<file path="src/rtl/conv1_pkg.sv">
// conv1_pkg: constants, section tags, FSM states and address helpers shared by
// the conv1 load path (this transmitter and the conv1 block).
package conv1_pkg;

   localparam int unsigned DATA_WIDTH = 16;
   localparam int unsigned ADDR_WIDTH = 12;

   localparam int unsigned N_IMG   = 784;
   localparam int unsigned N_WGT   = 50;
   localparam int unsigned N_BIAS  = 2;
   localparam int unsigned N_TOTAL = N_IMG + N_WGT + N_BIAS;

   localparam int unsigned IMG_BASE  = 0;
   localparam int unsigned WGT_BASE  = 784;
   localparam int unsigned BIAS_BASE = 834;

   localparam int unsigned CNT_W = 10;

   typedef logic [CNT_W-1:0] cnt_t;

   typedef enum logic [1:0] {
      SEC_IMG  = 2'd0,
      SEC_WGT  = 2'd1,
      SEC_BIAS = 2'd2
   } sec_t;

   typedef enum logic [2:0] {
      ST_IDLE,
      ST_KICK,
      ST_READ,
      ST_DRAIN,
      ST_WAIT_FIN
   } state_t;

   // One read-pipe stage: beat qualifier plus the section it belongs to
   typedef struct packed {
      logic valid;
      sec_t sec;
   } rd_tag_t;

   // Section of the idx-th word in transfer order
   function automatic sec_t sec_of(input cnt_t idx);
      sec_t sec;
      if (idx < CNT_W'(N_IMG))
         sec = SEC_IMG;
      else if (idx < CNT_W'(N_IMG + N_WGT))
         sec = SEC_WGT;
      else
         sec = SEC_BIAS;
      return sec;
   endfunction

   // Memory address of the idx-th word in transfer order
   function automatic logic [ADDR_WIDTH-1:0] addr_of(input cnt_t idx);
      logic [ADDR_WIDTH-1:0] addr;
      case (sec_of(idx))
         SEC_IMG: addr = ADDR_WIDTH'(IMG_BASE) + ADDR_WIDTH'(idx);
         SEC_WGT: addr = ADDR_WIDTH'(WGT_BASE) + ADDR_WIDTH'(idx - CNT_W'(N_IMG));
         default: addr = ADDR_WIDTH'(BIAS_BASE) + ADDR_WIDTH'(idx - CNT_W'(N_IMG + N_WGT));
      endcase
      return addr;
   endfunction

endpackage

</file>
<file path="src/rtl/conv1_rd_pipe.sv">
// conv1_rd_pipe: 2-stage valid+tag pipe. Stage 1 tracks a read issued last
// cycle; stage 2 registers mem read data onto the bus of that read's section.
// Ports:
//   clk, reset_n        clock, async active-low reset
//   rd_issue, rd_sec    read issued this cycle and its section tag
//   rdata               memory read data (valid one cycle after the read)
//   data_valid          beat strobe, two cycles after the read
//   image_data / weight_data / bias_data
//                       section buses; only the tagged one is non-zero
module conv1_rd_pipe
   import conv1_pkg::*;
(
   input  logic                         clk,
   input  logic                         reset_n,
   input  logic                         rd_issue,
   input  sec_t                         rd_sec,
   input  logic        [DATA_WIDTH-1:0] rdata,
   output logic                         data_valid,
   output logic signed [DATA_WIDTH-1:0] image_data,
   output logic signed [DATA_WIDTH-1:0] weight_data,
   output logic signed [DATA_WIDTH-1:0] bias_data
);

   rd_tag_t s1;

   // Tag travels with the data so section switches need no bubble
   always_ff @(posedge clk or negedge reset_n) begin
      if (!reset_n) begin
         s1          <= '0;
         data_valid  <= 1'b0;
         image_data  <= '0;
         weight_data <= '0;
         bias_data   <= '0;
      end else begin
         s1.valid    <= rd_issue;
         s1.sec      <= rd_sec;
         data_valid  <= s1.valid;
         image_data  <= (s1.valid && s1.sec == SEC_IMG)  ? $signed(rdata) : '0;
         weight_data <= (s1.valid && s1.sec == SEC_WGT)  ? $signed(rdata) : '0;
         bias_data   <= (s1.valid && s1.sec == SEC_BIAS) ? $signed(rdata) : '0;
      end
   end

endmodule

</file>
<file path="src/rtl/conv1_stream_tx.sv">
// conv1_stream_tx: on start, kicks conv1, streams 784 image words, 50 weights
// and 2 biases from the shared memory as 836 beats, then waits for conv1 to
// finish and pulses done.
// Ports:
//   clk, reset_n              clock, async active-low reset
//   start                     transfer request (sampled in IDLE only)
//   mem_ready                 arbiter grant; reads issue only while high
//   mem_rd_en, mem_addr       read strobe and address (same-cycle on grant)
//   mem_rdata                 read data, one cycle after mem_rd_en
//   start_conv1               one-cycle kick to conv1
//   data_valid                beat strobe to conv1
//   partial_image_in / partial_weights_in / partial_biases_in
//                             section data buses (inactive ones are 0)
//   finish_conv1              completion pulse from conv1
//   busy                      high from KICK through WAIT_FIN
//   done                      one-cycle pulse after finish_conv1
module conv1_stream_tx
   import conv1_pkg::*;
(
   input  logic                         clk,
   input  logic                         reset_n,
   input  logic                         start,
   input  logic                         mem_ready,
   output logic                         mem_rd_en,
   output logic        [ADDR_WIDTH-1:0] mem_addr,
   input  logic        [DATA_WIDTH-1:0] mem_rdata,
   output logic                         start_conv1,
   output logic                         data_valid,
   output logic signed [DATA_WIDTH-1:0] partial_image_in,
   output logic signed [DATA_WIDTH-1:0] partial_weights_in,
   output logic signed [DATA_WIDTH-1:0] partial_biases_in,
   input  logic                         finish_conv1,
   output logic                         busy,
   output logic                         done
);

   state_t state;
   state_t state_next;
   cnt_t   rd_cnt;
   cnt_t   tx_cnt;
   logic   rd_issue;
   sec_t   rd_sec;

   // State register
   always_ff @(posedge clk or negedge reset_n) begin
      if (!reset_n)
         state <= ST_IDLE;
      else
         state <= state_next;
   end

   // Next state and read issue; reads depend on the grant in the same cycle
   always_comb begin
      state_next = state;
      rd_issue   = 1'b0;
      case (state)
         ST_IDLE: begin
            if (start)
               state_next = ST_KICK;
         end
         ST_KICK: begin
            rd_issue   = mem_ready;
            state_next = ST_READ;
         end
         ST_READ: begin
            rd_issue = mem_ready;
            if (mem_ready && rd_cnt == CNT_W'(N_TOTAL - 1))
               state_next = ST_DRAIN;
         end
         ST_DRAIN: begin
            if (tx_cnt == CNT_W'(N_TOTAL))
               state_next = ST_WAIT_FIN;
         end
         ST_WAIT_FIN: begin
            if (finish_conv1)
               state_next = ST_IDLE;
         end
         default: state_next = ST_IDLE;
      endcase
   end

   assign rd_sec    = sec_of(rd_cnt);
   assign mem_rd_en = rd_issue;
   assign mem_addr  = rd_issue ? addr_of(rd_cnt) : '0;

   // Issue-side and emit-side counters, cleared while idle
   always_ff @(posedge clk or negedge reset_n) begin
      if (!reset_n) begin
         rd_cnt <= '0;
         tx_cnt <= '0;
      end else if (state == ST_IDLE) begin
         rd_cnt <= '0;
         tx_cnt <= '0;
      end else begin
         if (rd_issue)
            rd_cnt <= rd_cnt + CNT_W'(1);
         if (data_valid)
            tx_cnt <= tx_cnt + CNT_W'(1);
      end
   end

   // Control outputs registered from the next state so they align with it
   always_ff @(posedge clk or negedge reset_n) begin
      if (!reset_n) begin
         start_conv1 <= 1'b0;
         busy        <= 1'b0;
         done        <= 1'b0;
      end else begin
         start_conv1 <= (state_next == ST_KICK);
         busy        <= (state_next != ST_IDLE);
         done        <= (state == ST_WAIT_FIN) && finish_conv1;
      end
   end

   conv1_rd_pipe u_rd_pipe (
      .clk         (clk),
      .reset_n     (reset_n),
      .rd_issue    (rd_issue),
      .rd_sec      (rd_sec),
      .rdata       (mem_rdata),
      .data_valid  (data_valid),
      .image_data  (partial_image_in),
      .weight_data (partial_weights_in),
      .bias_data   (partial_biases_in)
   );

endmodule

</file>
<file path="config.mk">
export PLATFORM = sky130hd
export DESIGN_NAME = conv1_stream_tx
export DESIGN_NICKNAME = d
export VERILOG_FILES = /design/src/rtl/conv1_pkg.sv /design/src/rtl/conv1_rd_pipe.sv /design/src/rtl/conv1_stream_tx.sv
export SDC_FILE = /design/constraint.sdc
export NUM_CORES = 1
export LEC_CHECK = 0
export BUFFER_PORTS_ARGS = -buffer_cell sky130_fd_sc_hd__buf_4
export CORE_AREA = 3 3 114 116
export CTS_CLUSTER_SIZE = 14
export DETAILED_ROUTE_END_ITERATION = 8
export DIE_AREA = 0 0 117 119
export GPL_TIMING_DRIVEN = 0
export SYNTH_ARGS = -nofsm -noshare
export SYNTH_HDL_FRONTEND = slang
export SYNTH_SLANG_ARGS = --single-unit
</file>
<file path="constraint.sdc">
create_clock -name clk -period 4.4 [get_ports clk]
set_input_delay 0.44 -clock clk [delete_from_list [all_inputs] [get_ports clk]]
set_output_delay 0.44 -clock clk [all_outputs]
set_load 0.005 [all_outputs]
</file>
==> reports/summary.md, run 1 <==
Outcome
* **status** completed

Placed design
* **cell count after placement** 573
* **dpl ws** 1.59 ns
* **GP Congestion** 0.826
* **half-perimeter wire length after placement** 5980 um
* **# port buffers** 85

Die
* **core area** 12000 um2
* **floorplan die height** 119 um
* **effective utilization at floorplan** 0.298
* **row count** 40
* **floorplan die area** 13900 um2
* **number of top-level pins** 86
* **chip width** 117 um

Logic synthesis
* **register bit count reported by yosys** 78
* **share of the yosys chip area belonging to registers** 0.546
* **net count after synthesis** 370
* **number of synthesis warnings** 0
* **post-synthesis cell type count** 53
* **asr flop ratio synth** 1.00
* **syn_area_per_cell** 10.5 um2
* **area of the mapped netlist** 3580 um2
* **main flop type after synthesis** sky130_fd_sc_hd__dfrtp_1
* **count of flip-flops with a built-in enable after synthesis** 0
* **Post-Synthesis Cells** 341

Critical path
* **data required time of the critical path** 3.96 ns
* **r2r worst-path depth** 9
* **type of the worst setup path** reg2out
* **capturing element type of the critical path** output port
* **Critical Path, Cell by Cell** buf_2 > inv_1 > ha_1 > inv_1 > o31a_1 > o221ai_1 > nor3_1 > a311oi_1 > nor3b_1 > buf_4
* **buffers plus inverters on the worst setup path** 4
* **cell repeated most along the worst path** sky130_fd_sc_hd__inv_1
* **origin of the worst setup path** rd_cnt[4]
* **critical path's slowest cell** sky130_fd_sc_hd__dfrtp_1
* **crit path DAT** 2.73 ns
* **critical-path maximum fanout** 9
* **kind of cell adding the most delay to the critical path** compound AO/OA/AOI/OAI gates
* **R2R setup slack** 2.38 ns
* **CP startpoint kind** flop
* **delay of the slowest critical-path stage** 0.38 ns
* **beginning of the worst register-to-register path** state[1]
* **critical register-to-register path endpoint** rd_cnt[9]

Clocking
* **Post-CTS Resized** 0
* **TritonCTS clock tree** yes
* **total clock sinks** 78
* **clk_lat worst skew** 0.33 ns
* **Setup Fix Bufs, Post-CTS** 0
* **CTS Buf Count** 9
* **cts-stage hold buffer count** 0
* **clock-pin slew reported for the worst setup and hold paths after clock tree synthesis** 0.06 ns
* **number of buffers on the longest clock path** 2
* **total number of H-tree levels** 3
* **root buffer cell** sky130_fd_sc_hd__clkbuf_16

Timing
* **number of endpoints failing setup at the final stage** 0
* **headroom to the max-slew limit** 0.365
* **Final Worst Setup Slack** 1.23 ns
* **Post-Route Skew** 0.00657 ns
* **setup repair after global routing missed its margin** no
* **Final Slew Violations** 0
* **fmax** 315 MHz
* **clock period minus final worst setup slack** 3.17 ns
* **Hold Vio Cnt, Final** 0
* **aggregate negative setup slack** 0 ns
* **worst slew pin tran** 0.952 ns
* **fin crit share** 0.721

Power
* **ratio of total power to cell area** 500 nW/um2
* **peak ir drop on the vdd network** 0.187 mV
* **leakage component of the power** 2.24 nW

Global routing
* **first-pass GRT wire length** 13400 um
* **pin count of the biggest net entering global routing** 79
* **global-route usage over all layers** 0.121
* **GR Overflow Total** 0
* **via count of the first global-routing pass** 2739
* **initial antenna violation count** 0

Finish
* **Finished Layout Cells** 589
* **most frequent cells in the layout** sky130_fd_sc_hd__buf_4, sky130_fd_sc_hd__dfrtp_1, sky130_fd_sc_hd__and2_1
* **area grow syn2layout** 32.2%
* **count of fill cells added during filler insertion** 1185
* **share of layout cells above drive strength 1** 0.269
* **leading cell type in the layout, fill and taps excluded** sky130_fd_sc_hd__buf_4
* **final antenna diode count** 0
* **post-layout net count** 466

Drt
* **antenna-violating nets left** 0
* **routed wire length per instance** 14.0 um
* **1st-iter DRT viols** 174
* **total via count after detailed routing** 2716
* **number of optimization iterations in the first detailed-route pass** 4
* **Via density** 4.61
* **total DRC errors in the routed layout** 0
* **Routed WL** 8230 um

Run
* **max-capacitance violation count** 0

Worst hold path
* **path class of the lowest-slack min-delay path** in2async

[routing by layer]
layer | track usage | vias up | share of wire
li1 | - | 1337 | -
met1 | 0.164 | 1295 | 0.46
met2 | 0.191 | 76 | 0.46
met3 | 0.0254 | 8 | 0.061
met4 | 0.0416 | 0 | 0.012
met5 | 0 | - | 0
[power by group]
part / leakage [nW] / total [mW] / internal (mW) / switching, mW
registers: 1.04 / 0.894 / 0.803 / 0.0906
clock network: 0.155 / 0.802 / 0.515 / 0.287
logic: 1.04 / 0.671 / 0.293 / 0.377
[cell usage after synthesis (2+ instances only)]
cell type	instances	area [um2]
sky130_fd_sc_hd__ha_1	8	100
sky130_fd_sc_hd__xnor2_1	16	140
sky130_fd_sc_hd__nor3b_1	2	15.0
sky130_fd_sc_hd__nand4_1	6	37.5
sky130_fd_sc_hd__a21oi_2	2	17.5
sky130_fd_sc_hd__a21oi_1	10	50.1
sky130_fd_sc_hd__nor4_1	2	12.5
sky130_fd_sc_hd__a221oi_1	2	17.5
sky130_fd_sc_hd__clkbuf_1	10	37.5
sky130_fd_sc_hd__and3_1	3	18.8
sky130_fd_sc_hd__o21ai_0	8	40.0
sky130_fd_sc_hd__a31oi_1	4	25.0
sky130_fd_sc_hd__inv_1	10	37.5
sky130_fd_sc_hd__dfrtp_1	78	1950
sky130_fd_sc_hd__xor2_1	8	70.1
sky130_fd_sc_hd__a211oi_1	3	22.5
sky130_fd_sc_hd__nor3_1	10	50.1
sky130_fd_sc_hd__nor2b_1	2	12.5
sky130_fd_sc_hd__nand3_1	9	45.0
sky130_fd_sc_hd__nand2b_1	3	18.8
sky130_fd_sc_hd__a311oi_1	2	17.5
sky130_fd_sc_hd__buf_2	4	20.0
sky130_fd_sc_hd__o21ai_1	6	30.0
sky130_fd_sc_hd__nor2_1	28	105
sky130_fd_sc_hd__nand2_1	19	71.3
sky130_fd_sc_hd__and2_1	54	338
sky130_fd_sc_hd__or3_1	6	37.5
[worst max path at each step]
stage	to	slack (ns)	cells past startpoint
3_5_place_dp	mem_addr[11]	1.59	10
3_3_place_gp	mem_addr[11]	1.59	10
5_1_grt	mem_addr[11]	0.94	10
4_1_cts	mem_addr[11]	1.22	10
2_1_floorplan	mem_addr[11]	1.97	9
6_report	mem_addr[11]	1.23	10
[kinds of logic after synthesis]
group	synth area share
AOI/OAI and AO/OA	0.0906
xor gates and xnor gates	0.0588
adders and majority gates	0.0280
buffers and inverters	0.0343
DFF	0.546
muxes	0.00280
and+or+nand+nor	0.240
[worst reg2reg max path, delay by kind of cell (launching register included)]
family	cells	cell delay (ns)
buffers and inverters	2	0.36
XOR/XNOR	2	0.31
flip-flops	1	0.36
AND/OR/NAND/NOR	5	0.87
[cell type report]
type	count	area (um2)	area share
inverter	12	46.3	0.00979
clock inverter	6	92.6	0.0196
clock buffer	10	239	0.0505
timing repair buffer	85	638	0.135
buffer	16	76.3	0.0161
sequential	78	1950	0.413
tap	147	184	0.0389
multi-input combinational	235	1500	0.318
[sequential cells by signal, summed over array words and instances (netlist names)]
name / count
u_rd_pipe.s1: 3
u_rd_pipe.weight_data: 16
state: 3
start_conv1: 1
u_rd_pipe.data_valid: 1
tx_cnt: 10
u_rd_pipe.bias_data: 16
done: 1
rd_cnt: 10
busy: 1
u_rd_pipe.image_data: 16
[through the flow]
stage	hold WS [ns]	cell area (um2)	power, mW	util
after floorplan	0.144	3580	1.36	-
after global placement	0.409	4400	1.56	0.366
after detailed placement	0.408	4400	1.58	0.366
after CTS	0.306	4730	2.39	0.394
after global routing	0.329	4730	2.53	0.394
final	0.269	4730	2.37	0.394
Power figures use the tool's default switching activity.
==> inputs of run 2 (changes only) <==
==> constraint.sdc (replaced) <==
create_clock -name clk -period 3 [get_ports clk]
set_input_delay 0.3 -clock clk [delete_from_list [all_inputs] [get_ports clk]]
set_output_delay 0.3 -clock clk [all_outputs]
set_load 0.005 [all_outputs]
==> reports/summary.md, run 2 (synthesis results as in run 1) <==
Timing
* **setup repair after global routing missed its margin** yes
* **Final Slew Violations** 0, unchanged
* **fmax** 352 MHz
* **clock period minus final worst setup slack** 2.84 ns
* **Post-Route Skew** 0.00657 ns, +0.00000233 ns
* **Hold Vio Cnt, Final** 0, unchanged
* **Final Worst Setup Slack** 0.157 ns, -1.07 ns
* **fin crit share** 0.948
* **worst slew pin tran** 0.956 ns, +0.00338 ns
* **headroom to the max-slew limit** 0.363, -0.00225
* **number of endpoints failing setup at the final stage** 0, unchanged

Critical path
* **data required time of the critical path** 2.70 ns, -1.26 ns
* **delay of the slowest critical-path stage** 0.51 ns, +0.13 ns
* **Critical Path, Cell by Cell** inv_1 > ha_1 > or4_4 > a31oi_4 > xor2_1 > or3_1 > a21oi_2 > buf_4
* **type of the worst setup path** reg2out
* **buffers plus inverters on the worst setup path** 2, -2
* **crit path DAT** 2.54 ns, -0.19 ns
* **critical path's slowest cell** sky130_fd_sc_hd__dfrtp_1
* **capturing element type of the critical path** output port
* **CP startpoint kind** flop
* **kind of cell adding the most delay to the critical path** simple AND/OR/NAND/NOR gates
* **critical-path maximum fanout** 8, -1

Placed design
* **GP Congestion** 0.826, unchanged
* **half-perimeter wire length after placement** 5980 um, unchanged
* **cell count after placement** 573, unchanged
* **dpl ws** 0.330 ns, -1.26 ns
* **# port buffers** 85, unchanged

Global routing
* **global-route usage over all layers** 0.121, unchanged
* **initial antenna violation count** 0, unchanged
* **first-pass GRT wire length** 13400 um, +0.10%
* **pin count of the biggest net entering global routing** 79, unchanged
* **via count of the first global-routing pass** 2738, -0.037%
* **GR Overflow Total** 0, unchanged

Drt
* **1st-iter DRT viols** 192, +10%
* **routed wire length per instance** 14.0 um, +0.24%
* **number of optimization iterations in the first detailed-route pass** 4, unchanged
* **total via count after detailed routing** 2728, +0.44%
* **Via density** 4.61, about the same
* **antenna-violating nets left** 0, unchanged
* **Routed WL** 8290 um, +0.75%
* **total DRC errors in the routed layout** 0, unchanged

Clocking
* **number of buffers on the longest clock path** 2, unchanged
* **clk_lat worst skew** 0.33 ns, about the same
* **root buffer cell** sky130_fd_sc_hd__clkbuf_16
* **cts-stage hold buffer count** 0, unchanged
* **total clock sinks** 78, unchanged
* **clock-pin slew reported for the worst setup and hold paths after clock tree synthesis** 0.06 ns, about the same
* **total number of H-tree levels** 3, unchanged
* **TritonCTS clock tree** yes
* **CTS Buf Count** 9, unchanged

Finish
* **most frequent cells in the layout** sky130_fd_sc_hd__buf_4, sky130_fd_sc_hd__dfrtp_1, sky130_fd_sc_hd__and2_1
* **leading cell type in the layout, fill and taps excluded** sky130_fd_sc_hd__buf_4
* **share of layout cells above drive strength 1** 0.283, +0.0139
* **Finished Layout Cells** 592, +0.51%
* **area grow syn2layout** 33.7%
* **final antenna diode count** 0, unchanged
* **top flop regs** u_rd_pipe.bias_data: 16 flops, u_rd_pipe.image_data: 16 flops, u_rd_pipe.weight_data: 16 flops
* **Final Core Density** 0.398, +0.00438
* **post-layout net count** 469, +0.64%

Outcome
* **status** completed

Die
* **floorplan die area** 13900 um2, unchanged
* **chip width** 117 um, unchanged
* **effective utilization at floorplan** 0.298, unchanged
* **row count** 40, unchanged
* **core area** 12000 um2, unchanged
* **floorplan die height** 119 um, unchanged
* **number of top-level pins** 86, unchanged

Power
* **leakage component of the power** 2.26 nW, +0.86%
* **total power after layout** 3.50 mW, +48%
* **ratio of total power to cell area** 733 nW/um2, +47%
* **peak ir drop on the vdd network** 0.274 mV, +47%

Run
* **max-capacitance violation count** 0, unchanged

Worst hold path
* **path class of the lowest-slack min-delay path** in2async

## run 2: cell count changes in the layout (fill, tap and decap cells not counted)
| cell | delta |
|---|---|
| sky130_fd_sc_hd__o221ai_2 | +1 |
| sky130_fd_sc_hd__buf_4 | +3 |
| sky130_fd_sc_hd__nor3b_2 | +1 |
| sky130_fd_sc_hd__ha_4 | +1 |
| sky130_fd_sc_hd__a311oi_2 | +1 |
| sky130_fd_sc_hd__o221ai_1 | -1 |
| sky130_fd_sc_hd__ha_1 | -1 |
| sky130_fd_sc_hd__nor3b_1 | -1 |
| sky130_fd_sc_hd__a311oi_1 | -1 |
## run 2: layout make-up
class | instances | area [um2]
clock buffer | 10 | 239
fill | 1175 | 7230
clock inverter | 6 | 92.6
timing repair buffer | 88 | 661
inverter | 12 | 46.3
sequential | 78 | 1950
tap | 147 | 184
buffer | 16 | 76.3
multi-input combinational | 235 | 1530
## run 2: repair_timing
action | in CTS | in global routing
buffers inserted | 0 | 3
setup endpoints to repair | 1 | 3
pin swaps | 0 | 2
gates resized for setup | 1 | 4
## run 2: power breakdown
part | internal (mW) | switching (mW) | total [mW]
Combinational | 0.446 | 0.571 | 1.02
Clock | 0.755 | 0.422 | 1.18
Sequential | 1.18 | 0.133 | 1.31
## run 2: layer usage
| layer | vias up | routed length, um | GRT usage |
|---|---|---|---|
| met1 | 1294 | 3790 | 0.165 |
| li1 | 1339 | - | - |
| met2 | 87 | 3850 | 0.190 |
| met4 | 0 | 99 | 0.0416 |
| met3 | 8 | 551 | 0.0254 |
| met5 | - | 0 | 0 |
## run 2: path summary, 6_finish.rpt
kind,start,to,slack (ns),cells past startpoint
worst max-delay path,rd_cnt[1],mem_addr[6],0.16,8
min in group clk,mem_rdata[6],u_rd_pipe.bias_data[6],0.20,2
worst max register to register,state[1],rd_cnt[9],0.97,9
worst min register to register,u_rd_pipe.s1[2],u_rd_pipe.data_valid,0.42,0
worst min-delay path,reset_n,u_rd_pipe.bias_data[13],0.13,1
max in group asynchronous,reset_n,tx_cnt[3],2.26,1
## run 2: through the flow
step                      hold slack (ns)  TNS (ns)  cell area, um2
after CTS                           0.166         0            4730
after global routing                0.189   -0.0275            4780
after detailed placement            0.408         0            4400
final                               0.130         0            4780
after global placement              0.409         0            4400
after floorplan                   0.00441         0            3580
